**src/rtl/svfloat_sign_pipe.sv**
```systemverilog
// Multi-lane pipelined floating-point sign manipulation unit.
// Ops: 0 PASS, 1 NEG, 2 ABS, 3 SGNJ, 4 SGNJN, 5 SGNJX, 6 NABS, 7 PASS.
// Exponent/mantissa always come from a; only the sign is rewritten.
// Ports:
//   clk  : clock, rising edge
//   rst  : synchronous active-high reset
//   io   : svfloat_sign_pipe_if.slave (in_* beat in, out_* beat out)
// Latency STAGES cycles, 1 beat/cycle throughput, bubbles collapse.
package svfloat;
    typedef struct packed {
        logic        sign;
        logic [7:0]  exponent;
        logic [22:0] mantissa;
    } float32;
endpackage

// Per-lane combinational sign logic.
module svfloat_sign_lane #(
    parameter type float     = svfloat::float32,
    parameter bit  CANON_NAN = 1'b0
) (
    input  logic [2:0] op,
    input  logic       presv_nan,
    input  float       a,
    input  logic       b_sign,
    output float       res,
    output logic       nan
);
    logic s;

    always_comb begin
        nan = (&a.exponent) && (|a.mantissa);
        case (op)
            3'd1:    s = ~a.sign;
            3'd2:    s = 1'b0;
            3'd3:    s = b_sign;
            3'd4:    s = ~b_sign;
            3'd5:    s = a.sign ^ b_sign;
            3'd6:    s = 1'b1;
            default: s = a.sign;
        endcase
        res      = a;
        res.sign = (nan && presv_nan) ? a.sign : s;
        if (CANON_NAN && nan) begin
            // canonical quiet NaN: +, exp all ones, only mantissa MSB set
            res          = '0;
            res.exponent = '1;
            res.mantissa = {1'b1, {($bits(a.mantissa)-1){1'b0}}};
        end
    end
endmodule

module svfloat_sign_pipe #(
    parameter type float     = svfloat::float32,
    parameter int  LANES     = 1,
    parameter int  STAGES    = 1,
    parameter int  TAG_W     = 1,
    parameter bit  CANON_NAN = 1'b0
) (
    input  logic              clk,
    input  logic              rst,
    svfloat_sign_pipe_if.slave io
);
    localparam int FW = $bits(float);

    typedef struct packed {
        logic [LANES-1:0][FW-1:0] res;
        logic [TAG_W-1:0]         tag;
        logic [LANES-1:0]         nan;
    } beat_t;

    logic [LANES-1:0][FW-1:0] lane_res;
    logic [LANES-1:0]         lane_nan;
    beat_t                    in_beat;
    beat_t                    stg_data [STAGES];
    logic [STAGES-1:0]        vld_pipe;
    logic [STAGES-1:0]        load;

    for (genvar i = 0; i < LANES; i++) begin : g_lane
        // b contributes only its sign, which is the MSB of the packed float
        svfloat_sign_lane #(.float(float), .CANON_NAN(CANON_NAN)) u_lane (
            .op        (io.in_op),
            .presv_nan (io.in_presv_nan),
            .a         (io.in_a[i]),
            .b_sign    (io.in_b[i][FW-1]),
            .res       (lane_res[i]),
            .nan       (lane_nan[i])
        );
    end

    assign in_beat = {lane_res, io.in_tag, lane_nan};

    // Stage k may load when empty or when its successor loads; walking from
    // the output back lets empty slots absorb beats behind a stalled output.
    always_comb begin
        logic go;
        go   = io.out_ready;
        load = '0;
        for (int k = STAGES - 1; k >= 0; k--) begin
            go      = !vld_pipe[k] || go;
            load[k] = go;
        end
    end

    for (genvar k = 0; k < STAGES; k++) begin : g_stg
        logic  vld_q;
        beat_t data_q;
        logic  src_vld;
        beat_t src;

        if (k == 0) begin : g_head
            assign src_vld = io.in_valid;
            assign src     = in_beat;
        end else begin : g_body
            assign src_vld = vld_pipe[k-1];
            assign src     = stg_data[k-1];
        end

        // payload only moves when a real beat arrives
        always_ff @(posedge clk) begin
            if (rst) begin
                vld_q  <= 1'b0;
                data_q <= '0;
            end else if (load[k]) begin
                vld_q <= src_vld;
                if (src_vld) data_q <= src;
            end
        end

        assign vld_pipe[k] = vld_q;
        assign stg_data[k] = data_q;
    end

    assign io.in_ready  = load[0];
    assign io.out_valid = vld_pipe[STAGES-1];
    assign io.out_res   = stg_data[STAGES-1].res;
    assign io.out_tag   = stg_data[STAGES-1].tag;
    assign io.out_nan   = stg_data[STAGES-1].nan;
endmodule

```
**src/rtl/svfloat_sign_pipe_if.sv**
```systemverilog
// Stream interface for svfloat_sign_pipe.
// Carries the input beat (valid/ready, op, NaN sign policy, operands, tag)
// and the result beat (valid/ready, lane results, tag, per-lane NaN flags).
//   slave  : the sign unit's view (consumes in_*, produces out_*)
//   master : the producer/consumer view around the unit
interface svfloat_sign_pipe_if #(
    parameter int LANES = 1,
    parameter int FW    = 32,
    parameter int TAG_W = 1
);
    logic                        in_valid;
    logic                        in_ready;
    logic [2:0]                  in_op;
    logic                        in_presv_nan;
    logic [LANES-1:0][FW-1:0]    in_a;
    logic [LANES-1:0][FW-1:0]    in_b;
    logic [TAG_W-1:0]            in_tag;
    logic                        out_valid;
    logic                        out_ready;
    logic [LANES-1:0][FW-1:0]    out_res;
    logic [TAG_W-1:0]            out_tag;
    logic [LANES-1:0]            out_nan;

    modport slave (
        input  in_valid, in_op, in_presv_nan, in_a, in_b, in_tag, out_ready,
        output in_ready, out_valid, out_res, out_tag, out_nan
    );

    modport master (
        output in_valid, in_op, in_presv_nan, in_a, in_b, in_tag, out_ready,
        input  in_ready, out_valid, out_res, out_tag, out_nan
    );
endinterface

```
**src/flat_wrapper.sv**
```systemverilog
// flat-port wrapper written by rule: the top's interface ports become plain ports
module svfloat_sign_pipe_flat 
#(
    parameter type float     = svfloat::float32,
    parameter int  LANES     = 1,
    parameter int  STAGES    = 1,
    parameter int  TAG_W     = 1,
    parameter bit  CANON_NAN = 1'b0
)
  (clk, rst, io_in_valid, io_in_op, io_in_presv_nan, io_in_a, io_in_b, io_in_tag, io_out_ready, io_in_ready, io_out_valid, io_out_res, io_out_tag, io_out_nan);
  svfloat_sign_pipe_if #(.LANES(LANES), .FW(32), .TAG_W(TAG_W)) io_i ();
  input  logic clk;
  input  logic rst;
  input wire logic [$bits(io_i.in_valid)-1:0] io_in_valid;
  input wire logic [$bits(io_i.in_op)-1:0] io_in_op;
  input wire logic [$bits(io_i.in_presv_nan)-1:0] io_in_presv_nan;
  input wire logic [$bits(io_i.in_a)-1:0] io_in_a;
  input wire logic [$bits(io_i.in_b)-1:0] io_in_b;
  input wire logic [$bits(io_i.in_tag)-1:0] io_in_tag;
  input wire logic [$bits(io_i.out_ready)-1:0] io_out_ready;
  output wire logic [$bits(io_i.in_ready)-1:0] io_in_ready;
  output wire logic [$bits(io_i.out_valid)-1:0] io_out_valid;
  output wire logic [$bits(io_i.out_res)-1:0] io_out_res;
  output wire logic [$bits(io_i.out_tag)-1:0] io_out_tag;
  output wire logic [$bits(io_i.out_nan)-1:0] io_out_nan;
  assign io_i.in_valid = io_in_valid;
  assign io_i.in_op = io_in_op;
  assign io_i.in_presv_nan = io_in_presv_nan;
  assign io_i.in_a = io_in_a;
  assign io_i.in_b = io_in_b;
  assign io_i.in_tag = io_in_tag;
  assign io_i.out_ready = io_out_ready;
  assign io_in_ready = io_i.in_ready;
  assign io_out_valid = io_i.out_valid;
  assign io_out_res = io_i.out_res;
  assign io_out_tag = io_i.out_tag;
  assign io_out_nan = io_i.out_nan;
  svfloat_sign_pipe #(.float(float), .LANES(LANES), .STAGES(STAGES), .TAG_W(TAG_W), .CANON_NAN(CANON_NAN)) u_core (.clk(clk), .rst(rst), .io(io_i));
endmodule
```
**config.mk**
```make
export PLATFORM = sky130hd
export DESIGN_NAME = svfloat_sign_pipe_flat
export DESIGN_NICKNAME = d
export VERILOG_FILES = /design/src/rtl/svfloat_sign_pipe.sv /design/src/rtl/svfloat_sign_pipe_if.sv /design/src/flat_wrapper.sv
export SDC_FILE = /design/constraint.sdc
export NUM_CORES = 1
export LEC_CHECK = 0
export CAP_MARGIN = 20
export CELL_PAD_IN_SITES_DETAIL_PLACEMENT = 1
export CELL_PAD_IN_SITES_GLOBAL_PLACEMENT = 1
export CORE_MARGIN = 5
export CORE_UTILIZATION = 21
export DETAILED_ROUTE_END_ITERATION = 6
export GPL_ROUTABILITY_DRIVEN = 0
export PLACE_DENSITY = 0.83
export SETUP_SLACK_MARGIN = 0.5
export SYNTH_ARGS = -nofsm -noshare
export SYNTH_HDL_FRONTEND = slang
export SYNTH_SLANG_ARGS = --single-unit
```
**constraint.sdc**
```tcl
create_clock -name clk -period 1.8 [get_ports clk]
set_input_delay 0.36 -clock clk [delete_from_list [all_inputs] [get_ports clk]]
set_output_delay 0.36 -clock clk [all_outputs]
set_load 0.1 [all_outputs]
```
## Word level (Yosys, flattened, before mapping)

Cells that the tools add are included.

| cells by class | value |
|---|---|
| muxes and demuxes | 2 |
| bitwise operators | 3 |
| equal/unequal tests | 6 |
| reduce and logical (&&, ||, !) cells | 7 |

Operators with widths:

| kind | number |
|---|---|
| OR reduction 23 bit | 1 |
| equality test 3 bit, second input constant | 3 |
| AND reduction 8 bit | 1 |
| equality test 3 x 2 -> 1 bit, second input constant | 2 |
| one-hot mux 1 bit (6 select lines) | 1 |
| equality test 3 x 1 -> 1 bit, second input constant | 1 |
| logical AND 1 bit | 2 |
| NOT 1 bit | 2 |
| AND reduction 2 bit | 1 |
| zero test 1 bit | 1 |
| logical OR 1 bit | 1 |
| two-way mux 1 bit | 1 |
| XOR 1 bit | 1 |

| storage, ports and cells | value |
|---|---|
| output and inout port bits | 36 |
| register bits | 35 |

## Longest topological paths before layout

| depth | value |
|---|---|
| depth in word-level cells | 4 |
| mapped depth | 6 |
| depth with buffers taken out | 5 |

## Cells and area by module

A second synthesis with hierarchy kept.

| second synthesis, totals | value |
|---|---|
| cells, all modules | 215 |
| area total of the unflattened synthesis | 2053.2 um^2 |

Modules (own cells, without submodules):

| module | cells each | area each (um^2) | instances | seq. area each (um^2) |
|---|---|---|---|---|
| svfloat_sign_pipe | 160 | 1659.1 | 1 | 700.7 |
| svfloat_sign_lane | 55 | 394.1 | 1 | 0.0 |

## Worst setup path before layout

Ideal clock, no wire load.

| path | value |
|---|---|
| path type | reg2reg |
| start | register u_core.g_stg[0].vld_q, in the netlist u_core.io.out_valid |
| end | register u_core.g_stg[0].data_q (netlist bit u_core.io.out_res[31]) |
| cell stages (with the launch flop) | 7 |
| clock period less this slack | 2.320 ns |
| required time | 1.677 ns |
| path slack | -0.520 ns |
| setup time | 0.123 ns |
| arrival time | 2.197 ns |
| cell sequence | dfxtp_1 nand2b_4 and2_1 buf_2 nor2_1 a211oi_1 mux2_1 |

| on the way | value |
|---|---|
| word-level cells in the longest chain between the ends | 3 |

RTL lines:

| item | RTL line | text |
|---|---|---|
| from (decl) | svfloat_sign_pipe.sv:106 | `logic vld_q;` |
| from (signal assigned) | svfloat_sign_pipe.sv:125 | `vld_q <= src_vld;` |
| zero test 1 bit | svfloat_sign_pipe.sv:100 | `go = !vld_pipe[k] \|\| go;` |
| logical OR 1 bit | svfloat_sign_pipe.sv:100 |  |
| via io_in_ready | flat_wrapper.sv:21 | `output wire logic [$bits(io_i.in_ready)-1:0] io_in_ready;` |
| AND reduction 2 bit (no line) | n/a |  |
| to (signal assigned) | svfloat_sign_pipe.sv:126 | `if (src_vld) data_q <= src;` |
| to (decl) | svfloat_sign_pipe.sv:107 | `beat_t data_q;` |

The timed path passes the listed nets, and every way through them passes these cells.
A chain may end at the register's enable or synchronous reset.

## Worst setup path in the final report

| path | value |
|---|---|
| start | input port io_in_a[9] |
| end | register u_core.g_stg[0].data_q (netlist bit u_core.io.out_res[31]) |

| on the way | value |
|---|---|
| word-level cells in the longest chain between the ends | 4 |

RTL lines:

| item | RTL line | text |
|---|---|---|
| from (decl) | flat_wrapper.sv:17 | `input wire logic [$bits(io_i.in_a)-1:0] io_in_a;` |
| OR reduction 23 bit | svfloat_sign_pipe.sv:32 | `nan = (&a.exponent) && (\|a.mantissa);` |
| logical AND 1 bit | svfloat_sign_pipe.sv:32 |  |
| logical AND 1 bit | svfloat_sign_pipe.sv:43 | `res.sign = (nan && presv_nan) ? a.sign : s;` |
| two-way mux 1 bit | svfloat_sign_pipe.sv:43 |  |

Every way passes these cells.

==> run metrics <==
outcome complete, no violations; io pins 109; via/cell ratio 4.57; worst slack at placement -455 ps; startpoint class of the critical path input pin; type of the worst setup path input pin to register; CP required 1970 ps; number of core rows 29; grt ovf 0; initial core utilization 0.216; final wirelength 5.39 mm; max-slew violations 0; post-synth cell types 25; design area 0.00290 mm²; P per Cell Area 774 mW/mm²; #FFs+latches synth 35; Final Setup Violations 0; Critical Path End Type register; Post-synth EDFFs 0; Peak Freq 660 MHz; Iter 0 DRT Violations 33; total CTS buffers 5; Routed wire per std cell 15.6 µm; nets@finish 341; Sequential Power Share 0.388; Least-Margin Pin Slew 249 ps; Net Sw Frac 0.372; met1 wire length 2.08 mm; Die X 90.8 µm; Max VDD drop 0.000393 V; initial antenna violation count 0; port buffer count 77; crit share post-route 0.842; Comb pwr share 0.361; power share of the clock group 0.251; Rel. slew slack 0.832; CP arrival 1680 ps; # diodes 0; Avg Inst Size Synth 7.71 µm²; core box area 0.00635 mm²; P_leak 1.16 nW; placed cell areas 0.00268 mm²; share of cells above drive strength 1 0.338; Root Driver clkbuf_8; HPWL reported at the end of detailed placement 4.02 mm; ys flop type dfxtp_1; DIE HEIGHT 90.8 µm; CP max FO 2; Ys Warns 0; Post-route DRC 0; Min Clock Period, post-route 1520 ps; uppermost routed layer met4; RSZ-0062 raised after global routing yes; antenna-violating nets left 0; largest net degree at the start of global routing 18; Mapped Cells 178; Worst-Skew Late Latency 280 ps; via count 1581; Final Skew 4.50 ps; Setup WS post-layout 285 ps; WL met2 2.86 mm; synth-to-layout area growth 111%; clk slew on worst S/H paths 70 ps; total die area 0.00825 mm²; first-pass GRT wire length 8.61 mm; Hold Vio Cnt, Final 0; clock sink total 35; post-synth net total 251; P_sw 0.000835 W; DR pass1 iterations 4; asr flop ratio synth 0; Mapped Area 0.00137 mm²; DR WL met3 411 µm; max-cap violation count 0; GRT Overall Usage 0.129; Cell Int Power 0.00141 W; Max clock buf depth 2; sequential-to-total area share from yosys stat 0.510; H-Tree Depth 2; FILL cells 719; TritonCTS clock tree built; worst min-delay path category input pin to register; vias in the first global route 1775
## what timing repair did
item,CTS,global route
endpoints found under the hold margin,0,0
endpoints found under the setup margin,21,23
cloned,0,1
pin swaps,10,9
gates resized for setup,64,24
hold buffers,0,0
setup buffers,2,0
## metrics by stage
| stage | instances | utilization | setup TNS, ps | hold WS (ps) | power, W |
|---|---|---|---|---|---|
| 4_1_cts | 345 | 0.438 | 0 | 307 | 0.00224 |
| 3_3_place_gp | 335 | 0.422 | -545 | 477 | 0.00167 |
| 5_1_grt | 346 | 0.456 | 0 | 318 | 0.00234 |
| 6_report | 346 | 0.456 | 0 | 319 | 0.00224 |
| 2_1_floorplan | 178 | - | 0 | 479 | 0.00131 |
| 3_5_place_dp | 335 | 0.422 | -556 | 486 | 0.00168 |
## flip-flops by register name, indices dropped and copies added (netlist names)
name,flops
u_core.io.out_nan,1
u_core.io.out_valid,1
u_core.io.out_res,32
u_core.io.out_tag,1
## worst max-delay path, cell delays in order
cell and delay [ps]:
buf_2 110, nor4_2 260, buf_4 140, and4_4 250, nand3_4 90, a31oi_4 170
mux2_4 310
## cells in the final DEF (no fill, tap or decap), types with 2 or more instances in the layout
| master | netlist | routed |
|---|---|---|
| nand2_1 | 69 | 68 |
| buf_12 | 0 | 39 |
| dfxtp_1 | 35 | 33 |
| a21oi_1 | 35 | 31 |
| dlygate4sd2_1 | 0 | 15 |
| clkdlybuf4s50_1 | 0 | 14 |
| buf_4 | 0 | 12 |
| buf_2 | 4 | 6 |
| clkbuf_8 | 0 | 5 |
| a21oi_2 | 0 | 4 |
| nor4_4 | 0 | 3 |
| buf_6 | 0 | 3 |
| inv_1 | 2 | 2 |
| nor4_2 | 0 | 2 |
| nand4_1 | 2 | 2 |
## kinds of logic after synthesis
kind of cell / Yosys count / synth area share
AO/OA/AOI/OAI: 40 / 0.158
buffers and inverters: 13 / 0.0392
flip-flops: 35 / 0.510
multiplexers: 1 / 0.00820
AND/OR/NAND/NOR: 89 / 0.284
## cell usage after synthesis (all sizes together), types with 2 or more instances
cell | count | area (µm²)
nand2 | 69 | 259
nor4 | 5 | 31.3
nor2 | 2 | 7.51
nand2b | 2 | 20.0
a21oi | 35 | 175
nand3 | 3 | 20.0
dfxtp | 35 | 701
nand4 | 2 | 12.5
clkbuf | 7 | 26.3
inv | 2 | 7.51
buf | 4 | 20.0
## area by class of cell
type / instances / area, µm² / area share
Timing Repair Buffer: 94 / 1270 / 0.440
Multi-Input combinational cell: 130 / 731 / 0.252
Sequential cell: 35 / 706 / 0.244
Tap cell: 77 / 96.3 / 0.0332
Clock buffer: 6 / 72.6 / 0.0250
Clock inverter: 2 / 11.3 / 0.00389
Inverter: 2 / 7.51 / 0.00259
## metal layers
metal  GRT usage  vias to the layer above
met1       0.136                      753
li1            -                      775
met3      0.0575                        6
met5           0                        -
met4      0.0293                        0
met2       0.234                       47
## final timing paths
check / depth (start not counted) / to / start / slack (ps)
hold reg to reg: 2 / u_core.io.out_res[8] / u_core.io.out_res[8] / 490
setup / recovery: 7 / u_core.io.out_res[31] / io_in_a[9] / 280
setup reg to reg: 6 / u_core.io.out_res[15] / u_core.io.out_valid / 570
hold / removal: 3 / u_core.io.out_res[5] / io_in_a[5] / 320
## power by group through the flow
stage,clock network (W),registers (W),logic [W]
global placement,0,0.000884,0.000782
detailed placement,0,0.000889,0.000792
CTS,0.000587,0.000870,0.000783
finish,0.000564,0.000870,0.000809
floorplan,0,0.00119,0.000120
global route,0.000622,0.000875,0.000848
(Power assumes the default switching activity.)
